### config.mk
export PLATFORM = sky130hd
export DESIGN_NAME = zone_alarm_ctrl
export DESIGN_NICKNAME = d
export VERILOG_FILES = /design/src/rtl/zone_alarm_ctrl.sv
export SDC_FILE = /design/constraint.sdc
export NUM_CORES = 1
export LEC_CHECK = 0
export BUFFER_PORTS_ARGS = -buffer_cell sky130_fd_sc_hd__buf_2
export CELL_PAD_IN_SITES_DETAIL_PLACEMENT = 0
export CELL_PAD_IN_SITES_GLOBAL_PLACEMENT = 1
export CORE_AREA = 2 2 94 78
export CTS_BUF_LIST = sky130_fd_sc_hd__clkbuf_8
export DETAILED_ROUTE_END_ITERATION = 10
export DIE_AREA = 0 0 96 80
export HOLD_SLACK_MARGIN = 0.05
export PLACE_DENSITY_LB_ADDON = 0.08
export SLEW_MARGIN = 20
export SYNTH_ARGS = -nofsm -noshare
export SYNTH_HDL_FRONTEND = slang
export SYNTH_SLANG_ARGS = --single-unit
### constraint.sdc
create_clock -name CLK -period 5.55 [get_ports CLK]
set_input_delay 1.11 -clock CLK [delete_from_list [all_inputs] [get_ports CLK]]
set_output_delay 1.11 -clock CLK [all_outputs]
set_load 0.05 [all_outputs]
### src/rtl/zone_alarm_ctrl.sv
// zone_alarm_ctrl: intrusion alarm FSM with exit/entry delays, zone bypass and wrong-key lockout
module zone_alarm_ctrl #(
  parameter int N_ZONES   = 4,
  parameter int CNT_W     = 18,
  parameter int EXIT_DLY  = 15000,
  parameter int ENTRY_DLY = 15000,
  parameter int SIREN_MAX = 60000,
  parameter int MAX_ERR   = 3
) (
  input  logic               CLK,
  input  logic               RST,
  input  logic [N_ZONES-1:0] SENSOR_IN,
  input  logic [N_ZONES-1:0] ZONE_DELAYED,
  input  logic               KEY_OK,
  input  logic               KEY_ERR,
  output logic               SIREN_OUT,
  output logic [2:0]         STATE_OUT,
  output logic               ARMED_OUT,
  output logic [N_ZONES-1:0] ZONE_LATCH
);
  typedef enum logic [2:0] {DISARMED = 3'd0, EXIT = 3'd1, ARMED = 3'd2, ENTRY = 3'd3, ALARM = 3'd4} state_t;
  state_t state, nst;
  logic [CNT_W-1:0] cnt, ncnt;
  logic [2:0] err, nerr, err_inc;
  logic [N_ZONES-1:0] s1, s_zone, mask, nmask, nlatch, act, inst_v, dly_v;
  logic inst, dly, lockout;
  assign act = s_zone & ~mask;
  assign inst_v = act & ~ZONE_DELAYED;
  assign dly_v = act & ZONE_DELAYED;
  assign inst = |inst_v;
  assign dly = |dly_v;
  assign err_inc = (err == 3'd7) ? err : err + 3'd1;
  assign lockout = KEY_ERR && (err_inc >= 3'(MAX_ERR));
  assign STATE_OUT = state;
  always_comb begin
    nst = DISARMED;
    ncnt = cnt;
    nerr = err;
    nmask = mask;
    nlatch = ZONE_LATCH;
    case (state)
      DISARMED: begin
        nst = KEY_OK ? EXIT : DISARMED;
        if (KEY_OK) begin
          ncnt = CNT_W'(EXIT_DLY - 1);
          nlatch = '0;
          nmask = '0;
        end
      end
      EXIT: begin
        nst = KEY_OK ? DISARMED : (cnt == '0) ? ARMED : EXIT;
        ncnt = (cnt == '0) ? cnt : cnt - 1'b1;
      end
      ARMED: begin
        if (KEY_OK) nst = DISARMED;
        else begin
          if (KEY_ERR) nerr = err_inc;
          nlatch = lockout ? ZONE_LATCH : inst ? ZONE_LATCH | inst_v : dly ? ZONE_LATCH | dly_v : ZONE_LATCH;
          nst = (lockout || inst) ? ALARM : dly ? ENTRY : ARMED;
          if (!lockout && !inst && dly) ncnt = CNT_W'(ENTRY_DLY - 1);
        end
      end
      ENTRY: begin
        if (KEY_OK) nst = DISARMED;
        else begin
          if (KEY_ERR) nerr = err_inc;
          if (!lockout && inst) nlatch = ZONE_LATCH | inst_v;
          nst = (lockout || inst || cnt == '0) ? ALARM : ENTRY;
          ncnt = cnt - 1'b1;
        end
      end
      ALARM: begin
        nst = KEY_OK ? DISARMED : (cnt == '0) ? ARMED : ALARM;
        ncnt = (cnt == '0) ? cnt : cnt - 1'b1;
      end
      default: nst = DISARMED;
    endcase
    // every way into ALARM starts the siren timer and bypasses the offending zones
    if (nst == ALARM && state != ALARM) begin
      ncnt = CNT_W'(SIREN_MAX - 1);
      nerr = '0;
      nmask = mask | nlatch;
    end
    if (KEY_OK) nerr = '0;
  end
  always_ff @(posedge CLK or posedge RST) begin
    if (RST) begin
      s1 <= '0;
      s_zone <= '0;
      state <= DISARMED;
      cnt <= '0;
      err <= '0;
      mask <= '0;
      ZONE_LATCH <= '0;
      SIREN_OUT <= 1'b0;
      ARMED_OUT <= 1'b0;
    end else begin
      s1 <= SENSOR_IN;
      s_zone <= s1;
      state <= nst;
      cnt <= ncnt;
      err <= nerr;
      mask <= nmask;
      ZONE_LATCH <= nlatch;
      SIREN_OUT <= (nst == ALARM);
      ARMED_OUT <= (nst != DISARMED);
    end
  end
endmodule

==> reports/qor.txt, run 1 <==
run status - complete, no violations
RSZ-0062 raised after global routing - no
type of origin of the critical path - primary input
Setup Skew - 0.00515 ns
Synth area leader - dfrtp_1
# Max-Cap Violations - 0
Placed Instances - 334
Clk Tree Root Cell - clkbuf_8
Hold Startpoint - s1[3]
placement row count - 27
post-synthesis sequential element count - 42
Area growth syn-to-layout - 12.6%
Worst Path Arrival - 3.30 ns
Slew Viols, Final - 0
TritonCTS Buffers - 5
initial core utilization - 33.5%
TritonCTS clock tree - built
final worst path period share - 56.2%
I/O Pins - 21
async set or reset register ratio after synthesis - 100%
slew margin rel. - 35.7%
Hold Violations, Final - 0
CP Class - in2reg
mapped cell area - 0.00225 mm2
leakage - 1.03 nW
H-tree depth - 2
synth cell count leaders - 42 x dfrtp_1, 21 x nand2_1, 18 x nor2_1
Syn Area/Cell - 9.57 um2
die area - 0.00768 mm2
Yosys cell types - 51
Overflow after GRT - 0
Antenna Cells - 0
Post-Layout Cell Count - 342
GPL Wtd Cong - 0.755
global-route wire length before repair - 9.76 mm
Die Height - 80 um
Pwr per Cell Area - 291 mW/mm2
Pre-antenna DRT Iters - 4
top-count cell post-synth - dfrtp_1
Worst-Skew Late Latency - 0.29 ns
Synth Instances - 235
total wire length - 5.86 mm
die width - 96 um
critical path fanouts, max - 10
# DRC - 0
CTS max path bufs - 2
clock sinks - 42
Hold Path Depth - 0
Mapped Nets - 249
hold endpoint - s_zone[3]
Final setup violation count - 0
Buffers on Ports - 20
Post-CTS Setup Repair Bufs - 0
number of flops mapped to enable cells by yosys - 0
Final Util - 37.7%
synth top area cells - dfrtp_1 47%, nor3_1 3.8%, nand2_1 3.5%, nor2_1 3.0%, o21ai_0 2.7%
routed len/inst - 17.1 um
crit end category - register
R2R Setup Slk - 2.53 ns
cts repair resizes - 0
FMAX - 320 MHz
Nets - 268
initial DRC count - 167
Hold/Removal Path Class - reg2reg
hold-fix buffers at CTS - 0
Seq/Total Area, Yosys - 46.7%
CP required - 5.73 ns
GRT Resource Usage Total - 16.9%
setup TNS - 0 ns
DR vias/cell - 5.56
Yosys Warn Count - 0
clock-pin slew on the worst setup and hold paths - 0.09 ns
vias in the first global route - 1798
reg2reg path depth - 7
total vias in the final route - 1903
top_reg_cell synth - dfrtp_1
initial antenna violation count - 0
reg2reg start - err[0]
Detail Route Antenna Nets - 0
core footprint - 0.00672 mm2
Worst Tran Pin Value - 0.964 ns
Worst IR Drop VDD - 0.0967 mV
Synth top area share - 46.7%
share of cells above drive strength 1 - 14.5%
Crit Reg-Reg Endpoint - ARMED_OUT
dpl hpwl - 4.03 mm
largest net degree at the start of global routing - 43
min cycle time layout - 3.12 ns
## metrics by stage
stage	setup WS [ns]	hold WS, ns	power (mW)	cell area [um2]
after floorplan	2.81	0.331	0.455	2250
after global placement	2.16	0.332	0.498	2420
after detailed placement	2.09	0.337	0.498	2420
after CTS	2.41	0.358	0.748	2530
after global routing	2.24	0.364	0.790	2530
final	2.43	0.355	0.738	2530
## power by group
| group | leakage (nW) | total, mW | internal [mW] | switching (mW) |
|---|---|---|---|---|
| sequential | 0.523 | 0.359 | 0.330 | 0.0285 |
| combinational | 0.460 | 0.132 | 0.0436 | 0.0886 |
| clock | 0.0504 | 0.247 | 0.134 | 0.113 |
| total | 1.03 | 0.738 | 0.508 | 0.230 |
## flip-flops by register name, summed over array words and instances, names as in the netlist, 3 cells and up
signal and count:
s_zone 4, cnt 18, ZONE_LATCH 4, err 3, s1 4, STATE_OUT 3
mask 4
## worst max-delay path, stage by stage
cell and delay [ns]:
buf_2 0.10, nor3b_1 0.06, nor4_1 0.56, o311a_4 0.37
or2_0 0.55, o31ai_2 0.16, or3_1 0.37
## worst max path at each step
stage	from	endpoint	slack, ns	cells past startpoint
after global placement	ZONE_DELAYED[1]	ARMED_OUT	2.16	7
final	ZONE_DELAYED[0]	ARMED_OUT	2.43	7
after global routing	cnt[0]	cnt[10]	2.24	8
after CTS	ZONE_DELAYED[1]	ARMED_OUT	2.41	7
after detailed placement	ZONE_DELAYED[1]	ARMED_OUT	2.09	7
after floorplan	ZONE_DELAYED[1]	cnt[5]	2.81	6
## final cells by class
| class | count | area, um2 |
|---|---|---|
| fill | 665 | 4190 |
| multi-input combinational | 175 | 1120 |
| timing repair buffer | 20 | 100 |
| sequential | 42 | 1050 |
| inverter | 10 | 37.5 |
| clock buffer | 5 | 68.8 |
| clock inverter | 3 | 45.0 |
| tap | 87 | 109 |
## cells in the final DEF, fill, tap and decap left out, types with 3 or more instances in the layout
| cell type | n |
|---|---|
| dfrtp_1 | 42 |
| a22o_1 | 5 |
| nor4_1 | 3 |
| o31ai_1 | 8 |
| inv_1 | 9 |
| nor3b_1 | 7 |
| nor2_1 | 18 |
| nand4_1 | 4 |
| or3_1 | 5 |
| nand2_1 | 21 |
| nand3_1 | 7 |
| or4_1 | 4 |
| buf_2 | 20 |
| nor2b_1 | 3 |
| a31o_1 | 3 |
| a32o_1 | 3 |
| nand3b_1 | 6 |
| a31oi_1 | 4 |
| nor3_1 | 17 |
| clkbuf_8 | 5 |
| o21ai_0 | 12 |
| a21oi_1 | 6 |
## kinds of logic after synthesis
group / synth area share, %
fa+ha+maj: 1.11
mux: 1.45
simple gates: 24.2
flops: 46.7
xor+xnor: 0.779
compound gates: 22.2
buf+inv: 3.45
## routing by layer
layer	global-route usage, %	wire length [um]	vias up
li1	-	-	922
met4	4.29	66	0
met5	0	0	-
met1	26.8	3100	939
met3	3.78	270	8
met2	22.8	2420	34
No activity file was read; power rests on OpenSTA's default activity.
==> run 2: changes to the inputs <==
- clock period: 5.55 -> 2.85 ns (I/O delays scaled with it)
==> run 2 against run 1 <==
Register-to-register slack got worse by 2.4 ns; routed wire length up 1.4%; sequential power grew 94%; worst hold slack got worse by 0.0013 ns; flip-flop and latch count is the same; setup slack worse by 2.3 ns; clock power up 65%; global-route usage increased by 0.41 points; cell count rose by 2.6%; clock-buffer cell count did not move; design area increased by 2.3%; sequential share of layout area is 0.94 points lower.
==> reports/qor.txt, run 2 (synthesis results as in run 1) <==
Clk Tree Root Cell - clkbuf_8
most frequent cells in the layout - 42 x dfrtp_1, 21 x nand2_1, 20 x buf_2
met2 global-route usage - 24.0%
I/O Pins - 21
critical path fanouts, max - 12
Clk network pwr share - 29.8%
setup TNS - 0 ns
leakage - 1.07 nW
Final setup violation count - 0
total wire length - 5.94 mm
CP required - 3.07 ns
# Max-Cap Violations - 0
slew margin rel. - 39.3%
Combinational Power Share - 19.1%
NetSw - 0.458 mW
Slew Viols, Final - 0
global-route wire length before repair - 9.89 mm
die area - 0.00768 mm2
CTS max path bufs - 2
type of origin of the critical path - register
Post-CTS Setup Repair Bufs - 0
Final Util - 38.5%
Worst Tran Pin Value - 0.910 ns
Antenna Cells - 0
Worst IR Drop VDD - 0.176 mV
clock sinks - 42
setup slack after layout - 0.163 ns
vias in the first global route - 1859
Pre-antenna DRT Iters - 4
dpl hpwl - 4.14 mm
gr busiest metal - met1
Post-Place Setup Slack - 0.198 ns
Overflow after GRT - 0
Fillers - 705
Final Power - 1.37 mW
DR vias/cell - 5.49
sw frac - 33.5%
placement row count - 27
GPL Wtd Cong - 0.788
Die Height - 80 um
GRT Resource Usage Total - 17.3%
sequential power share - 51.1%
max reg flops - 18
worst hold margin - 0.354 ns
Power Internal - 0.907 mW
TritonCTS clock tree - built
placed instance area - 0.00249 mm2
initial core utilization - 33.5%
final instance area - 0.00259 mm2
min cycle time layout - 2.69 ns
Post-Layout Cell Count - 351
initial DRC count - 76
CP Class - reg2reg
Worst Path Arrival - 2.91 ns
Hold/Removal Path Class - reg2reg
initial antenna violation count - 0
Area growth syn-to-layout - 15.2%
Setup Skew - 0.00428 ns
TritonCTS Buffers - 5
Buffers on Ports - 20
clock-pin slew on the worst setup and hold paths - 0.09 ns
Nets - 277
routed len/inst - 16.9 um
Worst-Skew Late Latency - 0.30 ns
Pwr per Cell Area - 527 mW/mm2
total vias in the final route - 1926
RSZ-0062 raised after global routing - no
final worst path period share - 94.3%
Placed Instances - 343
H-tree depth - 2
met1 GRT Util - 26.4%
crit end category - register
FMAX - 372 MHz
core footprint - 0.00672 mm2
run status - complete, no violations
# DRC - 0
met3 global-route usage - 3.78%
largest net degree at the start of global routing - 43
Most flops, register - cnt
share of cells above drive strength 1 - 18.2%
commonest non-fill, non-tap cell in the layout - dfrtp_1
Hold Violations, Final - 0
die width - 96 um
Detail Route Antenna Nets - 0
run 2: cell types whose count changed in the layout (fill, tap and decap cells not counted):
cell / change
bufinv_16: -1
inv_6: +1
clkinvlp_4: -1
o22ai_1: -1
clkinv_4: +1
nor3_2: +1
nor3_1: -1
buf_4: +9
o22ai_2: +1
run 2: final timing paths:
path / cells after the start / end / startpoint / slack [ns]
setup reg to reg: 7 / cnt[15] / cnt[12] / 0.16
hold reg to reg: 0 / s_zone[1] / s1[1] / 0.35
setup / recovery: 7 / cnt[15] / cnt[12] / 0.16
hold / removal: 0 / s_zone[1] / s1[1] / 0.35
max in group asynchronous: 2 / ZONE_LATCH[1] / RST / 1.82
min in group asynchronous: 2 / s1[3] / RST / 0.46
run 2: routing by layer:
metal / share of wire [%] / vias to the layer above / wire length, um
met5: 0 / - / 0
met4: 1.0 / 0 / 60
met3: 3.8 / 5 / 228
met2: 42 / 41 / 2510
met1: 53 / 935 / 3140
li1: - / 945 / -
run 2: cell type report:
type,instances,area [um2],area share [%]
clock inverters,3,25.0,0.966
repair buffers,29,168,6.47
clock buffers,5,68.8,2.66
inverters,10,37.5,1.45
well taps,87,109,4.20
multi-input cells,175,1130,43.7
flip-flops and latches,42,1050,40.6
run 2: power groups by stage:
| stage | sequential [mW] | combinational (mW) | clock [mW] |
|---|---|---|---|
| 3_5_place_dp | 0.708 | 0.262 | 0 |
| 6_report | 0.697 | 0.261 | 0.407 |
| 5_1_grt | 0.710 | 0.297 | 0.454 |
| 4_1_cts | 0.697 | 0.261 | 0.429 |
| 2_1_floorplan | 0.706 | 0.180 | 0 |
| 3_3_place_gp | 0.712 | 0.262 | 0 |
run 2: what timing repair did:
item / in CTS / in global routing
resized for setup: 0 / 2
hold buffers: 0 / 0
setup endpoints to repair: 0 / 5
run 2: worst max-delay path, stage by stage (launching register included):
cell,delay (ns)
dfrtp_1,0.45
or4_4,0.56
or3_1,0.46
o311a_4,0.39
nor2_4,0.31
buf_4,0.22
nor3_1,0.05
a31oi_1,0.16
==> run 3: changes to the inputs <==
==> constraint.sdc (replaced) <==
create_clock -name CLK -period 2.85 [get_ports CLK]
set_input_delay 0.285 -clock CLK [delete_from_list [all_inputs] [get_ports CLK]]
set_output_delay 0.285 -clock CLK [all_outputs]
set_load 0.05 [all_outputs]
==> run 3 against run 2 <==
Global-route usage barely moved; clock skew rose by 0.0018 ns; routed wire length fell by 1.5%; first-iteration DRC count rose by 12%; power rose by 7.0%; register-to-register slack barely moved; clock power rose by 20%; combinational power rose by 7%; design area rose by 0.63%; critical endpoint is now cnt[10]; largest cell class unchanged.
==> reports/qor.txt, run 3 (synthesis results as in run 1) <==
run status - complete, no violations
commonest non-fill, non-tap cell in the layout - dfrtp_1
Area growth syn-to-layout - 15.9%
clock-pin slew on the worst setup and hold paths - 0.08 ns
# Max-Cap Violations - 0
initial antenna violation count - 0
Post-Place Setup Slack - 0.156 ns
final instance area - 0.00261 mm2
Hold Violations, Final - 0
slew margin rel. - 40.3%
Most flops, register - cnt
Antenna Cells - 0
Post-CTS Setup Repair Bufs - 0
setup TNS - 0 ns
TritonCTS Buffers - 5
routed len/inst - 16.6 um
setup slack after layout - 0.154 ns
CP required - 3.04 ns
total wire length - 5.85 mm
share of cells above drive strength 1 - 17.7%
Worst Path Arrival - 2.89 ns
Worst-Skew Late Latency - 0.30 ns
Nets - 278
die width - 96 um
CP top delay family - simple AND/OR/NAND/NOR gates
Hold/Removal Path Class - in2reg
vias in the first global route - 1883
critical path fanouts, max - 10
H-tree depth - 2
max reg flops - 18
Pwr per Cell Area - 560 mW/mm2
type of origin of the critical path - register
Worst Tran Pin Value - 0.895 ns
# DRC - 0
DR vias/cell - 5.49
CP peak stage delay - 0.56 ns
Worst IR Drop VDD - 0.221 mV
cts repair resizes - 0
TritonCTS clock tree - built
Pre-antenna DRT Iters - 4
FMAX - 371 MHz
GRT Resource Usage Total - 17.4%
clock sinks - 42
die area - 0.00768 mm2
placement row count - 27
total vias in the final route - 1933
initial core utilization - 33.5%
GPL Wtd Cong - 0.808
largest net degree at the start of global routing - 43
placed instance area - 0.00249 mm2
CTS max path bufs - 2
most frequent cells in the layout - 42 x dfrtp_1, 21 x nand2_1, 20 x buf_2
Die Height - 80 um
leakage - 1.08 nW
final worst path period share - 94.6%
CP Class - reg2reg
Slew Viols, Final - 0
hold-fix buffers at CTS - 0
Final Util - 38.8%
Overflow after GRT - 0
Buffers on Ports - 20
RSZ-0062 raised after global routing - no
core footprint - 0.00672 mm2
crit-path cells - or4_4 > or3_1 > o311a_4 > or2_0 > a31o_1
CP max stage cell - or4_4
Detail Route Antenna Nets - 0
buffer and inverter count on the worst path - 0
global-route wire length before repair - 10.0 mm
initial DRC count - 85
crit end category - register
Final setup violation count - 0
I/O Pins - 21
dpl hpwl - 4.17 mm
min cycle time layout - 2.70 ns
Setup Skew - 0.00612 ns
Clk Tree Root Cell - clkbuf_8
==> run 3: changes by cell type in the layout (fill, tap and decap cells not counted) <==
cell,change
nor3_2,-1
nor3_1,+1
inv_6,-1
clkinvlp_4,+1
buf_4,+1
o22ai_2,-1
o22ai_1,+1
clkinv_4,-1
bufinv_16,+1
==> run 3: layout make-up <==
| cell class | instances | area (um2) |
|---|---|---|
| fill | 696 | 4120 |
| multi-input combinational | 175 | 1120 |
| sequential | 42 | 1050 |
| timing repair buffer | 30 | 175 |
| tap | 87 | 109 |
| clock buffer | 5 | 68.8 |
| clock inverter | 3 | 45.0 |
| inverter | 10 | 37.5 |
==> run 3: worst paths after layout <==
kind,cells past startpoint,start,slack (ns),to
worst max-delay path,5,cnt[12],0.15,cnt[10]
worst min register to register,0,s1[1],0.35,s_zone[1]
max in group asynchronous,2,RST,2.12,cnt[9]
min in group asynchronous,2,RST,0.17,s1[0]
worst max register to register,5,cnt[12],0.15,cnt[10]
worst min-delay path,1,SENSOR_IN[3],0.09,s1[3]
==> run 3: routing by layer <==
layer  vias up  global-route usage (%)  share of wire (%)
li1        945                       -                  -
met1       947                    26.7                 53
met2        39                    24.1                 42
met3         2                    3.40                4.3
met4         0                    5.43               0.63
met5         -                       0                  0
==> run 3: report_power, final <==
part / internal (mW) / switching (mW)
sequential: 0.643 / 0.0515
clock: 0.261 / 0.226
combinational: 0.0940 / 0.185
==> run 3: stage by stage <==
stage / power (mW) / hold slack (ns) / cells
after floorplan: 0.886 / 0.316 / 235
after global placement: 0.987 / 0.332 / 344
after detailed placement: 0.985 / 0.336 / 344
after CTS: 1.48 / 0.0729 / 352
after global routing: 1.55 / 0.0619 / 352
final: 1.46 / 0.0854 / 352
